`src/rtl/xc_aes_pkg.sv`:
```
// Shared AES GF(2^8) helpers and MixColumns coefficient sets.
package xc_aes_pkg;

    // Coefficient k (nibble [4k+3:4k]) multiplies input row (r+k) mod 4 for output row r.
    localparam logic [15:0] MIX_ENC_COEF = 16'h1132;  // k0=2, k1=3, k2=1, k3=1
    localparam logic [15:0] MIX_DEC_COEF = 16'h9DBE;  // k0=E, k1=B, k2=D, k3=9

    typedef enum logic [1:0] {
        ST_IDLE = 2'd0,
        ST_BUSY = 2'd1,
        ST_DONE = 2'd2
    } aesmix_state_t;

    // Multiply by x in GF(2^8) mod 0x11B.
    function automatic logic [7:0] xt2(input logic [7:0] a);
        return {a[6:0], 1'b0} ^ (a[7] ? 8'h1B : 8'h00);
    endfunction

    // Multiply by a 4-bit constant using repeated doubling.
    function automatic logic [7:0] xtX(input logic [7:0] a, input logic [3:0] c);
        logic [7:0] p;
        logic [7:0] acc;
        p   = a;
        acc = 8'h00;
        for (int i = 0; i < 4; i++) begin
            if (c[i]) acc = acc ^ p;
            p = xt2(p);
        end
        return acc;
    endfunction

endpackage

```
`src/rtl/xc_aesmix_col.sv`:
```
// Combinational single-column MixColumns / InvMixColumns.
module xc_aesmix_col
    import xc_aes_pkg::*;
(
    input  logic [31:0] i_col,
    input  logic        i_enc,
    output logic [31:0] o_col
);

    logic [15:0] w_coef;

    assign w_coef = i_enc ? MIX_ENC_COEF : MIX_DEC_COEF;

    // Each output row is the XOR of all input rows scaled by the rotated coefficient.
    always_comb begin
        o_col = 32'h0;
        for (int r = 0; r < 4; r++) begin
            for (int j = 0; j < 4; j++) begin
                o_col[8*r +: 8] = o_col[8*r +: 8]
                                ^ xtX(i_col[8*j +: 8], w_coef[4*((j - r + 4) % 4) +: 4]);
            end
        end
    end

endmodule

```
`src/rtl/xc_aesmix_iter.sv`:
```
// Iterative 128-bit AES (Inv)MixColumns engine, LANES columns per cycle.
//
// state   | meaning
// --------+----------------------------------------------------------
// IDLE    | waiting for valid; captures operand, enc and clears column
// BUSY    | transforms LANES columns per cycle; valid low aborts
// DONE    | ready pulses for one cycle, then back to IDLE
module xc_aesmix_iter
    import xc_aes_pkg::*;
#(
    parameter int LANES = 1
) (
    input  logic         clock,
    input  logic         reset,
    input  logic         valid,
    input  logic         enc,
    input  logic [127:0] state,
    output logic         ready,
    output logic [127:0] result
);

    localparam int NCYC = 4 / LANES;
    localparam int CW   = (NCYC > 1) ? $clog2(NCYC) : 1;
    localparam logic [CW-1:0] LAST_COL = CW'(NCYC - 1);

    generate
        if (LANES != 1 && LANES != 2 && LANES != 4) begin : g_bad_lanes
            $error("xc_aesmix_iter: LANES must be 1, 2 or 4");
        end
    endgenerate

    aesmix_state_t r_fsm;
    logic [CW-1:0] r_col;
    logic [127:0]  r_op;
    logic          r_enc;
    logic [127:0]  r_res;
    logic          r_ready;

    logic [31:0]   w_lane_in  [LANES];
    logic [31:0]   w_lane_out [LANES];

    generate
        for (genvar l = 0; l < LANES; l++) begin : g_lane
            assign w_lane_in[l] = r_op[32*(int'(r_col)*LANES + l) +: 32];

            xc_aesmix_col u_col (
                .i_col (w_lane_in[l]),
                .i_enc (r_enc),
                .o_col (w_lane_out[l])
            );
        end
    endgenerate

    // Control FSM with operand capture, column stepping and result write-back.
    always_ff @(posedge clock or negedge reset) begin
        if (!reset) begin
            r_fsm   <= ST_IDLE;
            r_col   <= '0;
            r_op    <= 128'h0;
            r_enc   <= 1'b0;
            r_res   <= 128'h0;
            r_ready <= 1'b0;
        end else begin
            case (r_fsm)
                ST_IDLE: begin
                    r_ready <= 1'b0;
                    if (valid) begin
                        r_op  <= state;
                        r_enc <= enc;
                        r_col <= '0;
                        r_fsm <= ST_BUSY;
                    end
                end
                ST_BUSY: begin
                    if (!valid) begin
                        r_fsm <= ST_IDLE;
                    end else begin
                        for (int l = 0; l < LANES; l++) begin
                            r_res[32*(int'(r_col)*LANES + l) +: 32] <= w_lane_out[l];
                        end
                        if (r_col == LAST_COL) begin
                            r_fsm   <= ST_DONE;
                            r_ready <= 1'b1;
                        end else begin
                            r_col <= r_col + CW'(1);
                        end
                    end
                end
                ST_DONE: begin
                    r_ready <= 1'b0;
                    r_fsm   <= ST_IDLE;
                end
                default: begin
                    r_ready <= 1'b0;
                    r_fsm   <= ST_IDLE;
                end
            endcase
        end
    end

    assign ready  = r_ready;
    assign result = r_res;

endmodule

```
`config.mk`:
```
export PLATFORM = sky130hd
export DESIGN_NAME = xc_aesmix_iter
export DESIGN_NICKNAME = d
export VERILOG_FILES = /design/src/rtl/xc_aes_pkg.sv /design/src/rtl/xc_aesmix_col.sv /design/src/rtl/xc_aesmix_iter.sv
export SDC_FILE = /design/constraint.sdc
export NUM_CORES = 1
export LEC_CHECK = 0
export CAP_MARGIN = 20
export CELL_PAD_IN_SITES_DETAIL_PLACEMENT = 1
export CELL_PAD_IN_SITES_GLOBAL_PLACEMENT = 1
export CORE_UTILIZATION = 42
export CTS_CLUSTER_DIAMETER = 50
export CTS_CLUSTER_SIZE = 12
export DETAILED_ROUTE_END_ITERATION = 12
export GPL_TIMING_DRIVEN = 1
export PLACE_DENSITY_LB_ADDON = 0.08
export SYNTH_ARGS = -nofsm -noshare
export SYNTH_HDL_FRONTEND = slang
export SYNTH_SLANG_ARGS = --single-unit
```
`constraint.sdc`:
```
create_clock -name clock -period 3.55 [get_ports clock]
set_input_delay 0.355 -clock clock [delete_from_list [all_inputs] [get_ports clock]]
set_output_delay 0.355 -clock clock [all_outputs]
set_load 0.05 [all_outputs]
```
# Word level (Yosys, flattened, before mapping)
# Index checks and enable logic that the tools add are counted.
# word_totals
word_cells	186
register_bits	262
out_inout_bits	129
# classes
bitwise_logic	72
muxes	89
shift	3
n_addsub	2
reduce_logical	7
n_eq_ne	7
# ops
operator	count
8-bit XOR	72
8-bit 2-to-1 mux	64
128-bit bitwise mux	1
32-bit by 33-bit variable shift with 128-bit output (first input constant)	1
128-bit by 8-bit variable part select with 32-bit output	1
32-bit by 33-bit variable part select with 128-bit output	1
5-bit 2-to-1 mux	12
7-bit negator with 33-bit output	1
16-bit 2-to-1 mux	1
2-bit 2-to-1 mux	6
2-bit inequality test (second input constant)	4
2-bit case mux with 2 select lines	2
2-bit AND reduction	4
4-bit AND reduction	1
1-bit 2-to-1 mux	3
3-bit inequality test (second input constant)	1
2-bit by 1-bit adder with 2-bit output (second input constant)	1
2-bit by 1-bit equality test with 1-bit output (second input constant)	1
2-bit equality test (second input constant)	1
2-bit zero test	1
2-bit nonzero test	1

# Logic depth before layout (Yosys ltp)
# Gate-level depths: netlist of the first run.
# logic_depth
word_depth	14
mapped_depth	11
depth_no_buf	7

# Hierarchy
# Synthesis of the first run repeated with hierarchy kept, for this count alone.
# unflattened
cells_unflattened	973
hier_area_um2	13217.7
# modules_own_cells
module	instances	cells_per_inst	area_per_inst_um2	seq_area_each_um2
xc_aesmix_iter	1	698	10532.6	6556.3
xc_aesmix_col	1	275	2685.1	0.0

# Least setup slack after synthesis of the first run
# Ideal clock, no wire load.
# synth_timing
path_type	reg2reg
start	reg r_col[0]
end	reg r_res[99] (netlist: result[99])
arrival_time_ps	2869
setup_slack_ps	560
path_stages_with_launch	11
path_cell_list	dfrtp_1 -> buf_6 -> buf_12 -> mux4_2 -> buf_4 -> xnor3_1 -> xor2_1 -> nor2_1 -> xnor2_2 -> xnor3_1 -> a22o_1
# synth_between
elab_chain_cells	14
word_cells_on_any_way	153
# synth_lines
item	line_no	rtl
from (decl)	xc_aesmix_iter.sv:33	logic [CW-1:0] r_col;
from (signal assigned)	xc_aesmix_iter.sv:85	r_col <= r_col + CW'(1);
128-bit by 8-bit variable part select with 32-bit output	xc_aesmix_iter.sv:44	assign w_lane_in[l] = r_op[32*(int'(r_col)*LANES + l) +: 32];
5-bit 2-to-1 mux	xc_aes_pkg.sv:16	return {a[6:0], 1'b0} ^ (a[7] ? 8'h1B : 8'h00);
8-bit XOR	xc_aes_pkg.sv:16	
8-bit XOR	xc_aes_pkg.sv:26	if (c[i]) acc = acc ^ p;
8-bit 2-to-1 mux	xc_aes_pkg.sv:26	
8-bit XOR	xc_aes_pkg.sv:26	
8-bit 2-to-1 mux	xc_aes_pkg.sv:26	
8-bit XOR	xc_aes_pkg.sv:26	
8-bit 2-to-1 mux	xc_aes_pkg.sv:26	
8-bit XOR (3 in a row)	xc_aesmix_col.sv:20	^ xtX(i_col[8*j +: 8], w_coef[4*((j - r + 4) % 4) +: 4]);
32-bit by 33-bit variable part select with 128-bit output	xc_aesmix_iter.sv:79	r_res[32*(int'(r_col)*LANES + l) +: 32] <= w_lane_out[l];
128-bit bitwise mux *	xc_aesmix_iter.sv:79	
to (signal, indexed assignment)	xc_aesmix_iter.sv:79	
to (decl)	xc_aesmix_iter.sv:36	logic [127:0] r_res;
# Mark *: on every way between the ends. The rest lies on a longest branch, timed or not.
# A chain may end at the register's enable or synchronous reset.

# Worst setup path after layout of the first run
# layout_timing
start	reg r_col[0]
end	reg r_res[82] (netlist: result[82])
# Same word-level chain as after synthesis.

==> results.yml, run 1 <==
outcome:
  status: "finished, final reports clean"
synthesis:
  syn-instance-count: 955
  synth_top_area_share_pct: 50.37
  synth-edff-count: 0
  synth_cell_types: 43
  async_flop_share_pct: 100.0
  yosys-top-cells-area: "dfrtp_1, mux2_2, xnor2_1"
  syn_area_mm2: 0.01301
  synth_nets: 1093
  syn_area_per_cell_um2: 13.63
  ys_ff_latch: 262
  yosysWarnings: 0
  ys.flop_type: "dfrtp_1"
  ys_seq_area_share_pct: 50.37
  synth_top_area_cell: "dfrtp_1"
timing:
  tightest_slew_ns: 0.9776
  fin_crit_ns: 3.430
  drv_slew: 0
  hold_violations: 0
  relSlewSlack_pct: 34.83
  finalSetupViolations: 0
  rsz0062_at_grt: "no"
  tns_ns: 0
  max_freq_mhz: 291.5
  finalClockSkew_ns: 0.01458
  min_period_over_period_pct: 96.62
critical_path:
  crit_path_cell_trace: "mux4_1 > buf_4 > xor2_1 > xnor2_1 > nand2_1 > xnor3_1 > xnor2_1 > buf_4 > o21ai_0"
  critPathCaptureType: "flip-flop"
  crit_path_max_incr_delay_ns: 0.76
  required_ns: 3.94
  crit_buf_inv: 2
  critPathSlowestCell: "mux4_1"
  cp-start-kind: "flip-flop"
  critPathTopFamily: "XOR/XNOR gates"
  critPathArrivalTime_ns: 3.82
  cp_max_fo: 9
  worstSetupPathType: "flip-flop to flip-flop"
clocking:
  cts-resized-gates: 0
  clockRootBuffer: "clkbuf_16"
  htreeDepth: 1
  post-cts-setup-buffer-count: 0
  insertion_delay_ns: 0.56
  numCtsBuffers: 30
  clk_path_buf_depth: 3
  hold_buffers: 1
  clk_pin_slew_ns: 0.06
  tritoncts: "done"
  cts_num_sinks: 262
route:
  num_vias: 8567
  firstDrtPassIters: 4
  wirelength_mm: 36.30
  ant_nets: 0
  wire_per_inst_um: 22.11
  viasPerCell: 5.217
  dr.first_iter.drc_count: 616
  drc_errors: 0
placement:
  gp_congestion: 0.8456
  port_buffers: 260
  hpwlAfterDp_mm: 26.81
final_layout:
  drive_gt1_share_pct: 23.60
  area_delta_synth_final_pct: 31.26
  layout_common_cells: "dfrtp_1, clkdlybuf4s50_1, mux2_2"
  fillers: 3058
  seq_area_mm2: 0.006559
  final_common_cell: "dfrtp_1"
  nets: 1370
  multiInputGateArea_mm2: 0.006111
  utilization_pct: 56.00
  antenna_cells: 0
floorplan:
  die_w_um: 178.0
  rows: 64
  core-area_mm2: 0.03051
  io_pins: 261
  die-area_mm2: 0.03170
  die_h_um: 178.0
  initial_core_util_pct: 42.66
job:
  cap_viol_max_count: 0
global_routing:
  grt_pass1_vias: 9171
  grt_usage_pct: 23.66
  antenna_found_initial: 0
  grt_pass1_wl_mm: 56.24
  grt_max_degree: 108
  overflow: 0
hold_path:
  hold_path.class: "input port to flip-flop"
## synth_stat cells (all sizes together) (2+ instances only)
| cell type | number |
|---|---|
| xnor2 | 132 |
| xor3 | 5 |
| mux2 | 128 |
| buf | 24 |
| xor2 | 26 |
| nor2 | 26 |
| and2 | 3 |
| dfrtp | 262 |
| nand2b | 2 |
| xnor3 | 28 |
| o21ai | 87 |
| mux2i | 3 |
| clkbuf | 38 |
| inv | 4 |
| or3 | 2 |
| ha | 6 |
| a22o | 44 |
| nand2 | 93 |
| nor3 | 2 |
| mux4 | 32 |
## per-layer routing
metal | share of wire [%] | GRT usage [%] | up-vias
li1 | - | - | 3866
met1 | 44 | 33.24 | 4430
met2 | 49 | 39.15 | 231
met3 | 4.4 | 2.899 | 40
met4 | 1.9 | 5.449 | 0
met5 | 0 | 0 | -
## layout make-up
cell class,count,area share [%]
sequential,262,38.39
multi-input combinational,627,35.77
inverter,4,0.08789
timing repair buffer,307,17.64
clock buffer,35,4.746
tap,396,2.900
clock inverter,11,0.4687
## worst reg2reg max path, cell delays in order, from the launching register on
cell and delay, ns:
dfrtp_2 0.55, mux4_1 0.76, buf_4 0.25, xor2_1 0.40, xnor2_1 0.17, nand2_1 0.10
xnor3_1 0.41, xnor2_1 0.32, buf_4 0.21, o21ai_0 0.10
## path summary, 6_finish.rpt
check | slack [ns] | startpoint | depth (start not counted) | to
max | 0.12 | r_col[0]$_DFFE_PN0P_ | 9 | result[82]$_DFFE_PN0P_
min | 0.41 | state[10] | 2 | r_op[10]$_DFFE_PN0P_
max reg2reg | 0.12 | r_col[0]$_DFFE_PN0P_ | 9 | result[82]$_DFFE_PN0P_
min reg2reg | 0.48 | ready$_DFFE_PN0P_ | 1 | ready$_DFFE_PN0P_
max in group asynchronous | 2.16 | reset | 3 | result[51]$_DFFE_PN0P_
min in group asynchronous | 0.47 | reset | 2 | result[41]$_DFFE_PN0P_
## flip-flops by register name, summed over array words and instances (netlist names)
register / count
r_op: 128
r_enc: 1
r_col: 2
ready: 1
result: 128
r_fsm: 2
## kinds of logic after synthesis
family	count (synthesis)	synth area share, %
adders and majority gates	6	0.5768
and+or+nand+nor	134	4.384
AOI/OAI and AO/OA	133	6.403
muxes	163	16.87
buffers and inverters	66	2.730
DFF	262	50.37
xor gates and xnor gates	191	18.66
## through the flow
stage | hold WS (ns) | setup WS (ns) | instances | cell area (µm²)
finish | 0.4138 | 0.1200 | 1642 | 17080
global route | 0.4018 | 0.009211 | 1642 | 17080
CTS | 0.3984 | 0.1690 | 1642 | 17080
detailed placement | 0.4690 | 0.1708 | 1595 | 16180
global placement | 0.4637 | 0.2272 | 1595 | 16180
floorplan | 0.05941 | 0.5604 | 955 | 13020
Power of run 1 is not shown: default switching activity piles up to over one toggle a cycle in this logic, so the estimate is an artifact.
==> inputs of run 2 (changes only) <==
Settings changed: ABC_AREA from default to 0, CORE_UTILIZATION 42 to 38.
Clock period 3.55 ns to 2.94 ns, I/O delays scaled along.
==> results.yml, run 2 (synthesized netlist as in run 1, its figures left out) <==
outcome:
  status: "complete, but fails checks"
  violations: "negative setup slack"
critical_path:
  critPathArrivalTime_ns: 3.55
  critPathCaptureType: "flip-flop"
  required_ns: 3.38
  worstReg2RegStart: "r_col[0]$_DFFE_PN0P_"
  cp-start-kind: "flip-flop"
  r2r_end: "result[102]$_DFFE_PN0P_"
  startpoint: "r_col[0]$_DFFE_PN0P_"
  cp_max_fo: 5
  r2r_setup_slack_ns: -0.17
  crit_path_end: "result[102]$_DFFE_PN0P_"
  worstSetupPathType: "flip-flop to flip-flop"
  reg2regPathDepth: 12
final_layout:
  layout_common_cells: "dfrtp_1, clkdlybuf4s50_1, mux2_2"
  final_common_cell: "dfrtp_1"
  fillers: 3254
  antenna_cells: 0
  nets: 1500
  area_delta_synth_final_pct: 48.23
  drive_gt1_share_pct: 37.50
  instances_no_fill: 1824
placement:
  port_buffers: 260
  gp_congestion: 0.8740
  dp_cells: 1735
  hpwlAfterDp_mm: 28.82
clocking:
  clk_pin_slew_ns: 0.06
  clockRootBuffer: "clkbuf_16"
  numCtsBuffers: 31
  tritoncts: "done"
  cts_num_sinks: 262
  clk_path_buf_depth: 3
  insertion_delay_ns: 0.56
  htreeDepth: 1
route:
  wire_per_inst_um: 22.13
  num_vias: 9156
  wirelength_mm: 40.37
  ant_nets: 0
  firstDrtPassIters: 4
  dr.first_iter.drc_count: 346
  viasPerCell: 5.020
  drc_errors: 0
timing:
  relSlewSlack_pct: 43.06
  rsz0062_at_grt: "yes"
  hold_violations: 0
  finalClockSkew_ns: 0.01295
  min_period_over_period_pct: 105.7
  worst_hold_slack_ns: 0.3086
  finalSetupViolations: 75
  max_freq_mhz: 321.9
  setup_slack_ns: -0.1667
  drv_slew: 0
  tightest_slew_ns: 0.8540
  fin_crit_ns: 3.107
floorplan:
  die-area_mm2: 0.03499
  initial_core_util_pct: 38.72
  rows: 67
  io_pins: 261
  die_w_um: 187.1
  die_h_um: 187.1
  core-area_mm2: 0.03362
global_routing:
  grt_pass1_vias: 9773
  grt_max_degree: 102
  grt_pass1_wl_mm: 60.56
  overflow: 0
  antenna_found_initial: 0
  grt_usage_pct: 22.55
hold_path:
  hold_path.class: "input port to flip-flop"
job:
  cap_viol_max_count: 0
## run 2: worst max-delay path, cell delays in order, from the launching register on
cell and delay [ns]:
dfrtp_2 0.41, buf_12 0.15, buf_12 0.12, mux4_2 0.58
buf_8 0.18, buf_12 0.12, xnor2_4 0.16, xnor3_2 0.42
xnor2_4 0.23, nor2_4 0.10, buf_12 0.15, xnor2_4 0.15
a22o_1 0.20
## run 2: stage by stage
step / setup TNS (ns) / cell area, µm² / utilization [%] / setup WS (ns)
after global placement: -8.913 / 17020 / 50.63 / -0.2322
after floorplan: -0.1118 / 13020 / - / -0.02796
final: -6.614 / 19290 / 57.39 / -0.1667
after global routing: -16.46 / 19290 / 57.39 / -0.2404
after CTS: -6.000 / 18490 / 55.01 / -0.1681
after detailed placement: -14.84 / 17020 / 50.63 / -0.2677
## run 2: how the worst min path moves through the flow
stage	start	endpoint	slack (ns)	depth (start not counted)
after floorplan	reset	r_col[0]$_DFFE_PN0P_	-0.002	0
after global placement	reset	result[38]$_DFFE_PN0P_	0.41	1
after detailed placement	reset	result[38]$_DFFE_PN0P_	0.42	1
after CTS	enc	r_enc$_DFFE_PN0P_	0.27	3
after global routing	state[89]	r_op[89]$_DFFE_PN0P_	0.33	2
final	enc	r_enc$_DFFE_PN0P_	0.31	3
## run 2: per-layer routing
| metal | wire, µm | part of all wire, % | track usage, % | vias to the layer above |
|---|---|---|---|---|
| li1 | - | - | - | 4131 |
| met1 | 17750 | 44 | 31.01 | 4746 |
| met2 | 20400 | 51 | 38.42 | 227 |
| met3 | 1310 | 3.2 | 2.627 | 52 |
| met4 | 916 | 2.3 | 4.697 | 0 |
| met5 | 0 | 0 | 0 | - |
## run 2: what timing repair did
item / CTS / global route
hold buffers: 1 / 0
endpoints found under the setup margin: 113 / 128
pin swaps: 46 / 70
endpoints found under the hold margin: 94 / 0
buffers inserted: 14 / 35
gates cloned: 1 / 0
gates resized for setup: 75 / 97
## run 2: final cells by class
type | count | area (µm²) | share of cell area (%)
timing repair buffer | 436 | 4332 | 22.45
tap | 448 | 560.5 | 2.906
multi-input combinational | 627 | 6818 | 35.34
clock buffer | 35 | 820.8 | 4.254
inverter | 4 | 15.01 | 0.07783
clock inverter | 12 | 187.7 | 0.9728
sequential | 262 | 6559 | 34.00
Power of run 2 is left out for the same reason.
==> inputs of run 3 (changes only) <==
Settings changed: CORE_MARGIN from default to 2.
==> results.yml, run 3 (synthesized netlist as in run 1, its figures left out) <==
outcome:
  status: "complete, but fails checks"
  violations: "negative setup slack"
floorplan:
  die_h_um: 189.1
  rows: 67
  initial_core_util_pct: 38.72
  die_w_um: 189.1
  die-area_mm2: 0.03575
  core-area_mm2: 0.03362
  io_pins: 261
route:
  firstDrtPassIters: 4
  wirelength_mm: 40.09
  wire_per_inst_um: 22.18
  met3_length_mm: 2.077
  num_vias: 9051
  top_layer: "met5"
  dr.first_iter.drc_count: 366
  viasPerCell: 5.009
  drc_errors: 0
  drt-met1-wl_mm: 17.40
  ant_nets: 0
  route.met2.wl_mm: 19.89
final_layout:
  utilization_pct: 55.71
  area_delta_synth_final_pct: 43.89
  antenna_cells: 0
  layout_common_cells: "dfrtp_1, clkdlybuf4s50_1, mux2_2, buf_4, nand2_1"
  drive_gt1_share_pct: 34.58
  final_common_cell: "dfrtp_1"
  nets: 1477
timing:
  tightest_slew_ns: 0.6656
  setup_slack_ns: -0.1343
  finalClockSkew_ns: 0.01213
  drv_slew: 0
  rsz0062_at_grt: "yes"
  hold_violations: 0
  tns_ns: -4.320
  min_period_over_period_pct: 104.6
  fin_crit_ns: 3.074
  relSlewSlack_pct: 55.63
  finalSetupViolations: 72
  max_freq_mhz: 325.3
clocking:
  numCtsBuffers: 31
  clockRootBuffer: "clkbuf_16"
  cts_num_sinks: 262
  insertion_delay_ns: 0.57
  clk_path_buf_depth: 3
  htreeDepth: 1
  tritoncts: "done"
  clk_pin_slew_ns: 0.06
job:
  cap_viol_max_count: 0
critical_path:
  worstReg2RegStart: "r_col[0]$_DFFE_PN0P_"
  reg2regPathDepth: 10
  r2r_end: "result[62]$_DFFE_PN0P_"
  critPathArrivalTime_ns: 3.56
  r2r_setup_slack_ns: -0.13
  cp_max_fo: 7
  critPathCaptureType: "flip-flop"
  worstSetupPathType: "flip-flop to flip-flop"
  cp-start-kind: "flip-flop"
  required_ns: 3.43
global_routing:
  grt_usage_pct: 21.84
  grt_max_degree: 79
  overflow: 0
  grt_pass1_vias: 9969
  antenna_found_initial: 1
  grt_pass1_wl_mm: 59.83
placement:
  port_buffers: 260
  gp_congestion: 0.8919
  dp_slack_ns: -0.2884
  hpwlAfterDp_mm: 28.95
hold_path:
  hold_path.class: "input port to async pin"
## run 3: cell count changes in the layout (fill, tap and decap cells not counted), moves of 3 or more
cell | before | now
xnor2_2 | 41 | 46
o21ai_1 | 43 | 52
nor2_2 | 10 | 7
xnor2_4 | 23 | 15
o21ai_0 | 17 | 30
bufinv_16 | 4 | 1
clkbuf_1 | 1 | 5
buf_12 | 22 | 13
buf_6 | 24 | 9
o21ai_2 | 27 | 5
nor2_1 | 11 | 15
xnor2_1 | 68 | 71
clkinv_2 | 1 | 5
## run 3: critical path, stage by stage (launching register included)
cell     delay, ns
dfrtp_2       0.37
buf_12        0.14
buf_12        0.13
buf_4         0.14
mux4_2        0.60
xnor2_2       0.22
xnor2_2       0.28
xnor3_1       0.39
nor2_2        0.15
xnor3_2       0.42
o21ai_1       0.15
## run 3: repair_timing
| item | 4_1_cts | 5_1_grt |
|---|---|---|
| hold buffers | 1 | 0 |
| buffers inserted | 16 | 9 |
| endpoints found under the hold margin | 73 | 0 |
| pin swaps | 14 | 15 |
| endpoints found under the setup margin | 99 | 121 |
| gates resized for setup | 47 | 56 |
| gates cloned | 0 | 2 |
## run 3: routing by layer
layer	GRT usage (%)	vias to the layer above
met5	0	-
met4	4.688	2
met3	3.151	48
met2	37.15	245
met1	29.77	4678
li1	-	4078
## run 3: final cells by class
cell class	count	area [µm²]
Tap cell	448	560.5
Clock inverter	13	128.9
Fill cell	3349	14890
Timing Repair Buffer	413	3990
Inverter	4	15.01
Clock buffer	40	849.6
Sequential cell	262	6559
Multi-Input combinational cell	627	6624
## run 3: worst max-delay path by stage
stage	startpoint	to	slack, ns	cells past startpoint
after CTS	r_col[0]$_DFFE_PN0P_	result[118]$_DFFE_PN0P_	-0.11	10
after global placement	r_col[0]$_DFFE_PN0P_	result[70]$_DFFE_PN0P_	-0.27	11
after detailed placement	r_col[0]$_DFFE_PN0P_	result[70]$_DFFE_PN0P_	-0.29	11
final	r_col[0]$_DFFE_PN0P_	result[62]$_DFFE_PN0P_	-0.13	10
after global routing	r_col[0]$_DFFE_PN0P_	result[78]$_DFFE_PN0P_	-0.25	10
after floorplan	r_col[0]$_DFFE_PN0P_	result[99]$_DFFE_PN0P_	-0.03	9
## run 3: metrics by stage
step	std cells	hold WS, ns	area [µm²]
floorplan	955	-0.001591	13020
global placement	1726	0.3316	16920
detailed placement	1726	0.3331	16920
CTS	1796	0.3126	18310
global route	1807	0.3244	18730
finish	1807	0.2971	18730
Power of run 3 is left out for the same reason.
